===== src/rtl/serdes_frame_packer.sv =====
// Buffers one payload frame and then emits it as SOF, length, payload and XOR checksum
// on a registered valid/ready stream feeding the serdes parallel input.
module serdes_frame_packer #(
    parameter int                    DATA_WIDTH = 8,
    parameter int                    MAX_LEN    = 16,
    parameter logic [DATA_WIDTH-1:0] SOF_WORD   = 'hA5
) (
    input  logic                  clk_i,
    input  logic                  rst_i,
    input  logic [DATA_WIDTH-1:0] data_i,
    input  logic                  valid_i,
    input  logic                  last_i,
    output logic                  ready_o,
    output logic [DATA_WIDTH-1:0] parallel_out_o,
    output logic                  valid_out_o,
    input  logic                  ready_in_i,
    output logic                  busy_o,
    output logic                  trunc_o,
    output logic [15:0]           frame_count_o
);
    localparam int CW = $clog2(MAX_LEN + 1);
    localparam int IW = (MAX_LEN > 1) ? $clog2(MAX_LEN) : 1;

    typedef enum logic [2:0] {COLLECT, SEND_SOF, SEND_LEN, SEND_PAY, SEND_CSUM} state_t;

    state_t                r_state, w_state_nxt;
    logic [DATA_WIDTH-1:0] r_buf [MAX_LEN];
    logic [CW-1:0]         r_count, r_idx;
    logic [DATA_WIDTH-1:0] r_csum;
    logic [DATA_WIDTH-1:0] r_out, w_out_nxt;
    logic                  r_vout, w_vout_nxt;
    logic                  r_trunc;
    logic [15:0]           r_frame_cnt;

    logic                  w_accept, w_hs, w_close, w_pay_last;
    logic [CW-1:0]         w_count_inc, w_idx_inc;

    assign ready_o        = (r_state == COLLECT) && !rst_i;
    assign w_accept       = valid_i && ready_o;
    assign w_hs           = r_vout && ready_in_i;
    assign w_count_inc    = r_count + 1'b1;
    assign w_idx_inc      = r_idx + 1'b1;
    assign w_close        = w_accept && (last_i || (w_count_inc == CW'(MAX_LEN)));
    assign w_pay_last     = (w_idx_inc == r_count);

    assign parallel_out_o = r_out;
    assign valid_out_o    = r_vout;
    assign busy_o         = (r_state != COLLECT) || (r_count != '0);
    assign trunc_o        = r_trunc;
    assign frame_count_o  = r_frame_cnt;

    // The next output word is chosen here so it is registered on the same edge the state moves.
    always_comb begin
        w_state_nxt = r_state;
        w_out_nxt   = r_out;
        w_vout_nxt  = r_vout;
        case (r_state)
            COLLECT: begin
                if (w_close) begin
                    w_state_nxt = SEND_SOF;
                    w_out_nxt   = SOF_WORD;
                    w_vout_nxt  = 1'b1;
                end
            end
            SEND_SOF: begin
                if (w_hs) begin
                    w_state_nxt = SEND_LEN;
                    w_out_nxt   = DATA_WIDTH'(r_count);
                end
            end
            SEND_LEN: begin
                if (w_hs) begin
                    w_state_nxt = SEND_PAY;
                    w_out_nxt   = r_buf[0];
                end
            end
            SEND_PAY: begin
                if (w_hs) begin
                    if (w_pay_last) begin
                        w_state_nxt = SEND_CSUM;
                        w_out_nxt   = r_csum;
                    end else begin
                        w_out_nxt   = r_buf[w_idx_inc[IW-1:0]];
                    end
                end
            end
            SEND_CSUM: begin
                if (w_hs) begin
                    w_state_nxt = COLLECT;
                    w_out_nxt   = '0;
                    w_vout_nxt  = 1'b0;
                end
            end
            default: begin
                w_state_nxt = COLLECT;
                w_out_nxt   = '0;
                w_vout_nxt  = 1'b0;
            end
        endcase
    end

    always_ff @(posedge clk_i) begin
        if (rst_i) begin
            r_state     <= COLLECT;
            r_count     <= '0;
            r_idx       <= '0;
            r_csum      <= '0;
            r_out       <= '0;
            r_vout      <= 1'b0;
            r_trunc     <= 1'b0;
            r_frame_cnt <= '0;
        end else begin
            r_state <= w_state_nxt;
            r_out   <= w_out_nxt;
            r_vout  <= w_vout_nxt;
            r_trunc <= w_close && !last_i;
            if (w_accept) begin
                r_count <= w_count_inc;
                r_csum  <= r_csum ^ data_i;
            end
            if (r_state == SEND_PAY && w_hs)
                r_idx <= w_idx_inc;
            if (r_state == SEND_CSUM && w_hs) begin
                r_count     <= '0;
                r_idx       <= '0;
                r_csum      <= '0;
                r_frame_cnt <= r_frame_cnt + 16'd1;
            end
        end
    end

    // Payload storage needs no reset; count gates what is ever read back.
    always_ff @(posedge clk_i) begin
        if (w_accept)
            r_buf[r_count[IW-1:0]] <= data_i;
    end
endmodule


===== config.mk =====
export PLATFORM = sky130hd
export DESIGN_NAME = serdes_frame_packer
export DESIGN_NICKNAME = d
export VERILOG_FILES = /design/src/rtl/serdes_frame_packer.sv
export SDC_FILE = /design/constraint.sdc
export NUM_CORES = 1
export LEC_CHECK = 0
export CAP_MARGIN = 20
export CORE_AREA = 5 5 146 148
export CTS_CLUSTER_SIZE = 25
export DETAILED_ROUTE_END_ITERATION = 7
export DIE_AREA = 0 0 151 153
export PLACE_DENSITY = 0.64
export SETUP_SLACK_MARGIN = 0.4
export SLEW_MARGIN = 15
export SYNTH_ARGS = -nofsm -noshare
export SYNTH_HDL_FRONTEND = slang
export SYNTH_SLANG_ARGS = --single-unit

===== constraint.sdc =====
create_clock -name clk_i -period 4.4 [get_ports clk_i]
set_clock_uncertainty 0.2 [all_clocks]
set_input_delay 1.32 -clock clk_i [delete_from_list [all_inputs] [get_ports clk_i]]
set_output_delay 1.32 -clock clk_i [all_outputs]
set_load 0.1 [all_outputs]

## After elaboration in Yosys (flattened, before gate mapping)

Memories as Yosys holds them, arrays and structs flattened.
Index checks and enable logic that the tools add are counted.

- Register bits after elaboration: 47
- Memory bits (writable): 128
- Bits of input ports: 13
- Output and inout bits: 28
- Logic and storage cells: 64
- Memories: 1

Memories:

| memory | depth | bits a word | read ports | clocked after Yosys merged registers in | wr ports | RTL line | source |
|---|---|---|---|---|---|---|---|
| r_buf | 16 | 8 | 2 | 0 | 1 | 27 | `logic [DATA_WIDTH-1:0] r_buf [MAX_LEN];` |

- $add $sub $neg: 3
- Eq/ne operators: 12
- Multiplexer cells: 19
- Bitwise operators: 2
- Reductions and logical operators: 19

Operator list:

| cell | count |
|---|---|
| $mux W8 | 6 |
| $pmux W8 S5 | 1 |
| $mux W3 | 6 |
| $add A16 B1 Y16 const B | 1 |
| $pmux W3 S5 | 1 |
| $ne A2 B2 Y1 const B | 6 |
| $add A5 B1 Y5 const B | 2 |
| $xor A8 B8 Y8 | 1 |
| $logic_and A1 B1 Y1 | 7 |
| $eq A3 B2 Y1 const B | 2 |
| $reduce_and A6 Y1 | 1 |
| $eq A5 B5 Y1 | 1 |
| $eq A5 B5 Y1 const B | 1 |
| $reduce_and A5 Y1 | 1 |
| $reduce_bool A5 Y1 | 1 |
| $mux W1 | 4 |
| $eq A3 B1 Y1 const B | 1 |
| $eq A3 B3 Y1 const B | 1 |
| $logic_not A3 Y1 | 1 |
| $pmux W1 S3 | 1 |
| $reduce_and A3 Y1 | 1 |
| $reduce_bool A3 Y1 | 1 |
| $reduce_or A3 Y1 | 1 |
| $logic_not A1 Y1 | 2 |
| other kinds (3) | 4 |

## Logic depth before layout (Yosys ltp)

- Depth after elaboration: 6
- Mapped depth: 9
- Gate-level depth less buffers: 7

## Least setup slack after synthesis

OpenSTA, ideal clock, no wires.

- Kind: input to register
- Start: input port rst_i
- End: memory r_buf[0][0], enable pin
- Setup time: 383 ps
- Data arrival time: 3710 ps
- Required time: 3817 ps
- Slack: 106 ps
- Stages: 6
- Path buffers: 2
- Path through: nor4_4 -> and2_1 -> clkbuf_1 -> buf_2 -> nand2_1 -> nor3_1

- Cells in the longest elaborated chain, start to end: 5

RTL lines:

| element | RTL line | source |
|---|---|---|
| start: declaration | 9 | `input logic rst_i,` |
| $logic_not A1 Y1 | 38 | `assign ready_o = (r_state == COLLECT) && !rst_i;` |
| $logic_and A1 B1 Y1 | 38 |  |
| $logic_and A1 B1 Y1 | 39 | `assign w_accept = valid_i && ready_o;` |
| $mux W1 | 134 | `if (w_accept)` |
| $mux W1 (implied by the code) | 135 | `r_buf[r_count[IW-1:0]] <= data_i;` |
| end: declaration | 27 |  |

No other way between the ends.

## Final worst setup path

- Start: input port rst_i
- End: output port ready_o

- Cells in the longest elaborated chain, start to end: 2

RTL lines:

| element | RTL line | source |
|---|---|---|
| $logic_not A1 Y1 | 38 |  |
| $logic_and A1 B1 Y1 | 38 |  |
| end: declaration | 13 | `output logic ready_o,` |

No other way between the ends.

==> metrics.txt <==
# TYPE chip_impl_metric gauge
chip_impl_metric{name="clk_latency",unit="ps"} 430
chip_impl_metric{name="post-cts-setup-buffer-count",unit=""} 0
chip_impl_metric{name="drtPass1Iterations",unit=""} 5
chip_impl_info{name="netlist.top_cell.by_area",value="sky130_fd_sc_hd__edfxtp_1"} 1
chip_impl_metric{name="slowest_delay",unit="ps"} 470
chip_impl_metric{name="nNetsFinal",unit=""} 571
chip_impl_metric{name="postSynthAreaPerCell",unit="um^2"} 14.5
chip_impl_metric{name="maximum_number_of_pins_on_one_net_before_global_route_repair",unit=""} 36
chip_impl_metric{name="io_buffers",unit=""} 40
chip_impl_metric{name="slew_headroom",unit=""} 0.325
chip_impl_metric{name="max_cap_viol_count",unit=""} 0
chip_impl_metric{name="arrival_time_reported_for_the_critical_path_endpoint",unit="ps"} 2320
chip_impl_metric{name="areaGrowthSynthToFinish",unit="%"} 18.7
chip_impl_metric{name="cts.path.max_buffers",unit=""} 2
chip_impl_metric{name="die_area",unit="um^2"} 23100
chip_impl_info{name="crit_path_end_kind",value="primary output"} 1
chip_impl_metric{name="mapped_area",unit="um^2"} 7420
chip_impl_metric{name="route.detailed.wl_per_inst",unit="um"} 18.7
chip_impl_metric{name="htree_levels",unit=""} 4
chip_impl_metric{name="cts_resized",unit=""} 0
chip_impl_info{name="regToRegStartpoint",value="r_idx[1]"} 1
chip_impl_metric{name="initial_core_util",unit=""} 0.373
chip_impl_metric{name="initial_antenna_violation_count",unit=""} 0
chip_impl_metric{name="cts.clk_slew.worst_paths",unit="ps"} 70
chip_impl_metric{name="cell_area_reported_after_detailed_placement",unit="um^2"} 8200
chip_impl_info{name="critical_path_start_type",value="input pin"} 1
chip_impl_metric{name="placement_rows",unit=""} 52
chip_impl_metric{name="timing.critical_path.buf_inv",unit=""} 2
chip_impl_metric{name="final.min_clock_period",unit="ps"} 3840
chip_impl_metric{name="postLayoutCellArea",unit="um^2"} 8810
chip_impl_metric{name="core_region_area",unit="um^2"} 19900
chip_impl_metric{name="route.final.wire_length",unit="um"} 15600
chip_impl_metric{name="dp_hpwl",unit="um"} 11000
chip_impl_metric{name="drive_gt1_frac",unit=""} 0.181
chip_impl_info{name="worstHoldStart",value="r_csum[6]"} 1
chip_impl_info{name="outcome",value="complete, no violations"} 1
chip_impl_metric{name="report.final.slew_viol_count",unit=""} 0
chip_impl_info{name="synth.top_cells.by_area",value="sky130_fd_sc_hd__edfxtp_1, sky130_fd_sc_hd__dfxtp_1, sky130_fd_sc_hd__mux4_2, sky130_fd_sc_hd__nor2_1, sky130_fd_sc_hd__xor2_1"} 1
chip_impl_metric{name="crit_path_max_fanout",unit=""} 4
chip_impl_metric{name="numCtsBuffers",unit=""} 17
chip_impl_info{name="synth_top_flop_cell",value="sky130_fd_sc_hd__edfxtp_1"} 1
chip_impl_metric{name="synth-seq-area-share",unit=""} 0.645
chip_impl_info{name="clock_root_buffer",value="sky130_fd_sc_hd__clkbuf_16"} 1
chip_impl_metric{name="mappedNetlistNets",unit=""} 529
chip_impl_info{name="most_instantiated_cells_after_synthesis",value="sky130_fd_sc_hd__edfxtp_1, sky130_fd_sc_hd__nor2_1, sky130_fd_sc_hd__dfxtp_1"} 1
chip_impl_metric{name="worstHoldPathCells",unit=""} 2
chip_impl_metric{name="synth_top_area_share",unit=""} 0.518
chip_impl_info{name="timing.critical_path.cells",value="clkdlybuf4s50_1, nor4_4, buf_12"} 1
chip_impl_info{name="post-synth-top-count-cell",value="sky130_fd_sc_hd__edfxtp_1"} 1
chip_impl_metric{name="synth-edff-count",unit=""} 128
chip_impl_metric{name="remaining_drc_errors",unit=""} 0
chip_impl_metric{name="peakVddDrop",unit="mV"} 0.304
chip_impl_metric{name="num_io_pins",unit=""} 41
chip_impl_metric{name="final_global_route_overflow_total",unit=""} 0
chip_impl_info{name="critPathKind",value="input pin to primary output"} 1
chip_impl_metric{name="cts.sink_count",unit=""} 175
chip_impl_metric{name="number_of_drc_markers_after_the_initial_detailed_route_iteration",unit=""} 265
chip_impl_metric{name="hold_violations",unit=""} 0
chip_impl_metric{name="num_antenna_cells",unit=""} 0
chip_impl_metric{name="gr-usage-all-layers",unit=""} 0.142
chip_impl_metric{name="synthesized_flop_and_latch_total",unit=""} 175
chip_impl_metric{name="reg2reg_depth",unit=""} 6
chip_impl_metric{name="vias_per_cell",unit=""} 5.20
chip_impl_metric{name="final_critical_path_setup_slack",unit="ps"} 560
chip_impl_info{name="critical_path_cell_with_the_highest_stage_delay",value="sky130_fd_sc_hd__clkdlybuf4s50_1"} 1
chip_impl_metric{name="vias",unit=""} 4343
chip_impl_metric{name="power_density",unit="nW/um^2"} 405
chip_impl_metric{name="distinct_cell_type_count_after_synthesis",unit=""} 55
chip_impl_info{name="crit_family",value="buffers and inverters"} 1
chip_impl_metric{name="timing.final.setup_violations",unit=""} 0
chip_impl_metric{name="synthArstFlopShare",unit=""} 0
chip_impl_metric{name="dpl_worst_slack",unit="ps"} 415
chip_impl_metric{name="fin_crit_sh",unit=""} 0.873
chip_impl_metric{name="number_of_global_route_vias_before_repair",unit=""} 4490
chip_impl_metric{name="final_weighted_congestion_in_routability_driven_placement",unit=""} 0.778
chip_impl_info{name="hold-path-endpoint",value="parallel_out_o[6]"} 1
chip_impl_metric{name="maxClockFrequency",unit="MHz"} 260
chip_impl_metric{name="tightest_slew",unit="ps"} 1010
chip_impl_metric{name="ff2ff_setup_slack",unit="ps"} 1430
chip_impl_metric{name="crit_required",unit="ps"} 2880
chip_impl_metric{name="die_width",unit="um"} 151
chip_impl_metric{name="synthCells",unit=""} 510
chip_impl_metric{name="synthesis.yosys.warnings",unit=""} 0
chip_impl_metric{name="die_height",unit="um"} 153
chip_impl_info{name="worstHoldPathType",value="flop to flop"} 1
chip_impl_info{name="critical_path.reg2reg.endpoint",value="parallel_out_o[6]"} 1
chip_impl_metric{name="grt_pass1_wl",unit="um"} 25200
chip_impl_metric{name="ant_nets",unit=""} 0
chip_impl_metric{name="timing.setup.tns",unit="ps"} 0
chip_impl_info{name="tritoncts",value="built"} 1
chip_impl_metric{name="total_leakage_power",unit="uW"} 0.00279
chip_impl_info{name="rsz0062_at_grt",value="false"} 1
chip_impl_metric{name="post-layout-total-power",unit="uW"} 3570
## report_power, final
| part | internal, uW | total (uW) | switching (uW) |
|---|---|---|---|
| Combinational | 70.6 | 239 | 168 |
| Clock | 855 | 1520 | 661 |
| Sequential | 1790 | 1820 | 25.1 |
## worst register-to-register path, cell delays in order, from the launching register on
cell	delay [ps]
sky130_fd_sc_hd__dfxtp_1	320
sky130_fd_sc_hd__ha_1	780
sky130_fd_sc_hd__buf_4	430
sky130_fd_sc_hd__mux4_2	550
sky130_fd_sc_hd__a22o_1	230
sky130_fd_sc_hd__o21ai_0	230
sky130_fd_sc_hd__o211ai_1	120
## how the worst max path moves through the flow
| stage | depth (start not counted) | startpoint | endpoint |
|---|---|---|---|
| after floorplan | 3 | rst_i | r_buf[3][0] |
| after global placement | 3 | rst_i | ready_o |
| after detailed placement | 3 | rst_i | ready_o |
| after CTS | 3 | rst_i | ready_o |
| after global routing | 3 | rst_i | ready_o |
| final | 3 | rst_i | ready_o |
## per-layer routing
metal  global-route usage  wire [um]  part of all wire
met1                0.190       6890              0.44
met2                0.230       7700              0.49
met3               0.0403        797             0.051
met4               0.0358        180             0.012
met5                    0          0                 0
## placed cells by master, fill, tap and decap left out, types with 3 or more instances in the layout
master                            Yosys  routed
sky130_fd_sc_hd__edfxtp_1           128     128
sky130_fd_sc_hd__dfxtp_1             47      46
sky130_fd_sc_hd__nor2_1              49      40
sky130_fd_sc_hd__clkdlybuf4s50_1      0      38
sky130_fd_sc_hd__mux4_2              32      32
sky130_fd_sc_hd__nand2_1             34      31
sky130_fd_sc_hd__xor2_1              19      19
sky130_fd_sc_hd__clkbuf_16            0      17
sky130_fd_sc_hd__o21ai_0             15      15
sky130_fd_sc_hd__a21oi_1             14      14
sky130_fd_sc_hd__xnor2_1             12      12
sky130_fd_sc_hd__buf_4                1      12
sky130_fd_sc_hd__inv_1               11      11
sky130_fd_sc_hd__nand3_1             11      11
sky130_fd_sc_hd__a22oi_1              8       8
sky130_fd_sc_hd__a22o_1               8       8
sky130_fd_sc_hd__or3_1                8       8
sky130_fd_sc_hd__mux2i_1              7       7
sky130_fd_sc_hd__nand4_1              6       6
sky130_fd_sc_hd__o211ai_1             6       6
sky130_fd_sc_hd__ha_1                 6       6
sky130_fd_sc_hd__and2_1               5       5
sky130_fd_sc_hd__nor2_2               0       5
sky130_fd_sc_hd__nor3_1               8       5
sky130_fd_sc_hd__nand2b_1             4       4
sky130_fd_sc_hd__nor2_4               0       4
sky130_fd_sc_hd__nor2b_1              4       4
sky130_fd_sc_hd__nor3_4               0       3
sky130_fd_sc_hd__a211o_1              3       3
sky130_fd_sc_hd__clkinv_2             0       3
sky130_fd_sc_hd__clkinv_8             0       3
## metrics by stage
step,cells,util,hold WS (ps)
6_report,835,0.442,296
5_1_grt,835,0.442,322
4_1_cts,835,0.442,300
3_5_place_dp,803,0.412,290
3_3_place_gp,803,0.412,278
2_1_floorplan,510,-,256
## cell type report
type                    instances  area [um^2]
repair buffers                 51          490
flip-flops and latches        175         4790
well taps                     270          338
fillers                      1767        11100
multi-input cells             296         2540
clock inverters                15          185
inverters                      11         41.3
clock buffers                  17          425
## state kept, by name, indices dropped and copies added (netlist names)
signal,flops
frame_count_o,16
parallel_out_o,8
r_buf,128
r_count,5
r_csum,8
r_idx,5
r_state,3
trunc_o,1
valid_out_o,1
## cells by family after synthesis
group,after synthesis,synth area share
adders and majority gates,6,0.0101
xor gates and xnor gates,32,0.0396
muxes,41,0.114
buffers and inverters,39,0.0245
DFF,175,0.645
AOI/OAI and AO/OA,71,0.0683
and+or+nand+nor,146,0.0987
## what timing repair did
item	4_1_cts	5_1_grt
setup endpoints to repair	1	0
hold endpoints to repair	0	0
hold buffers	0	0
No activity file was read; power rests on OpenSTA's default activity.
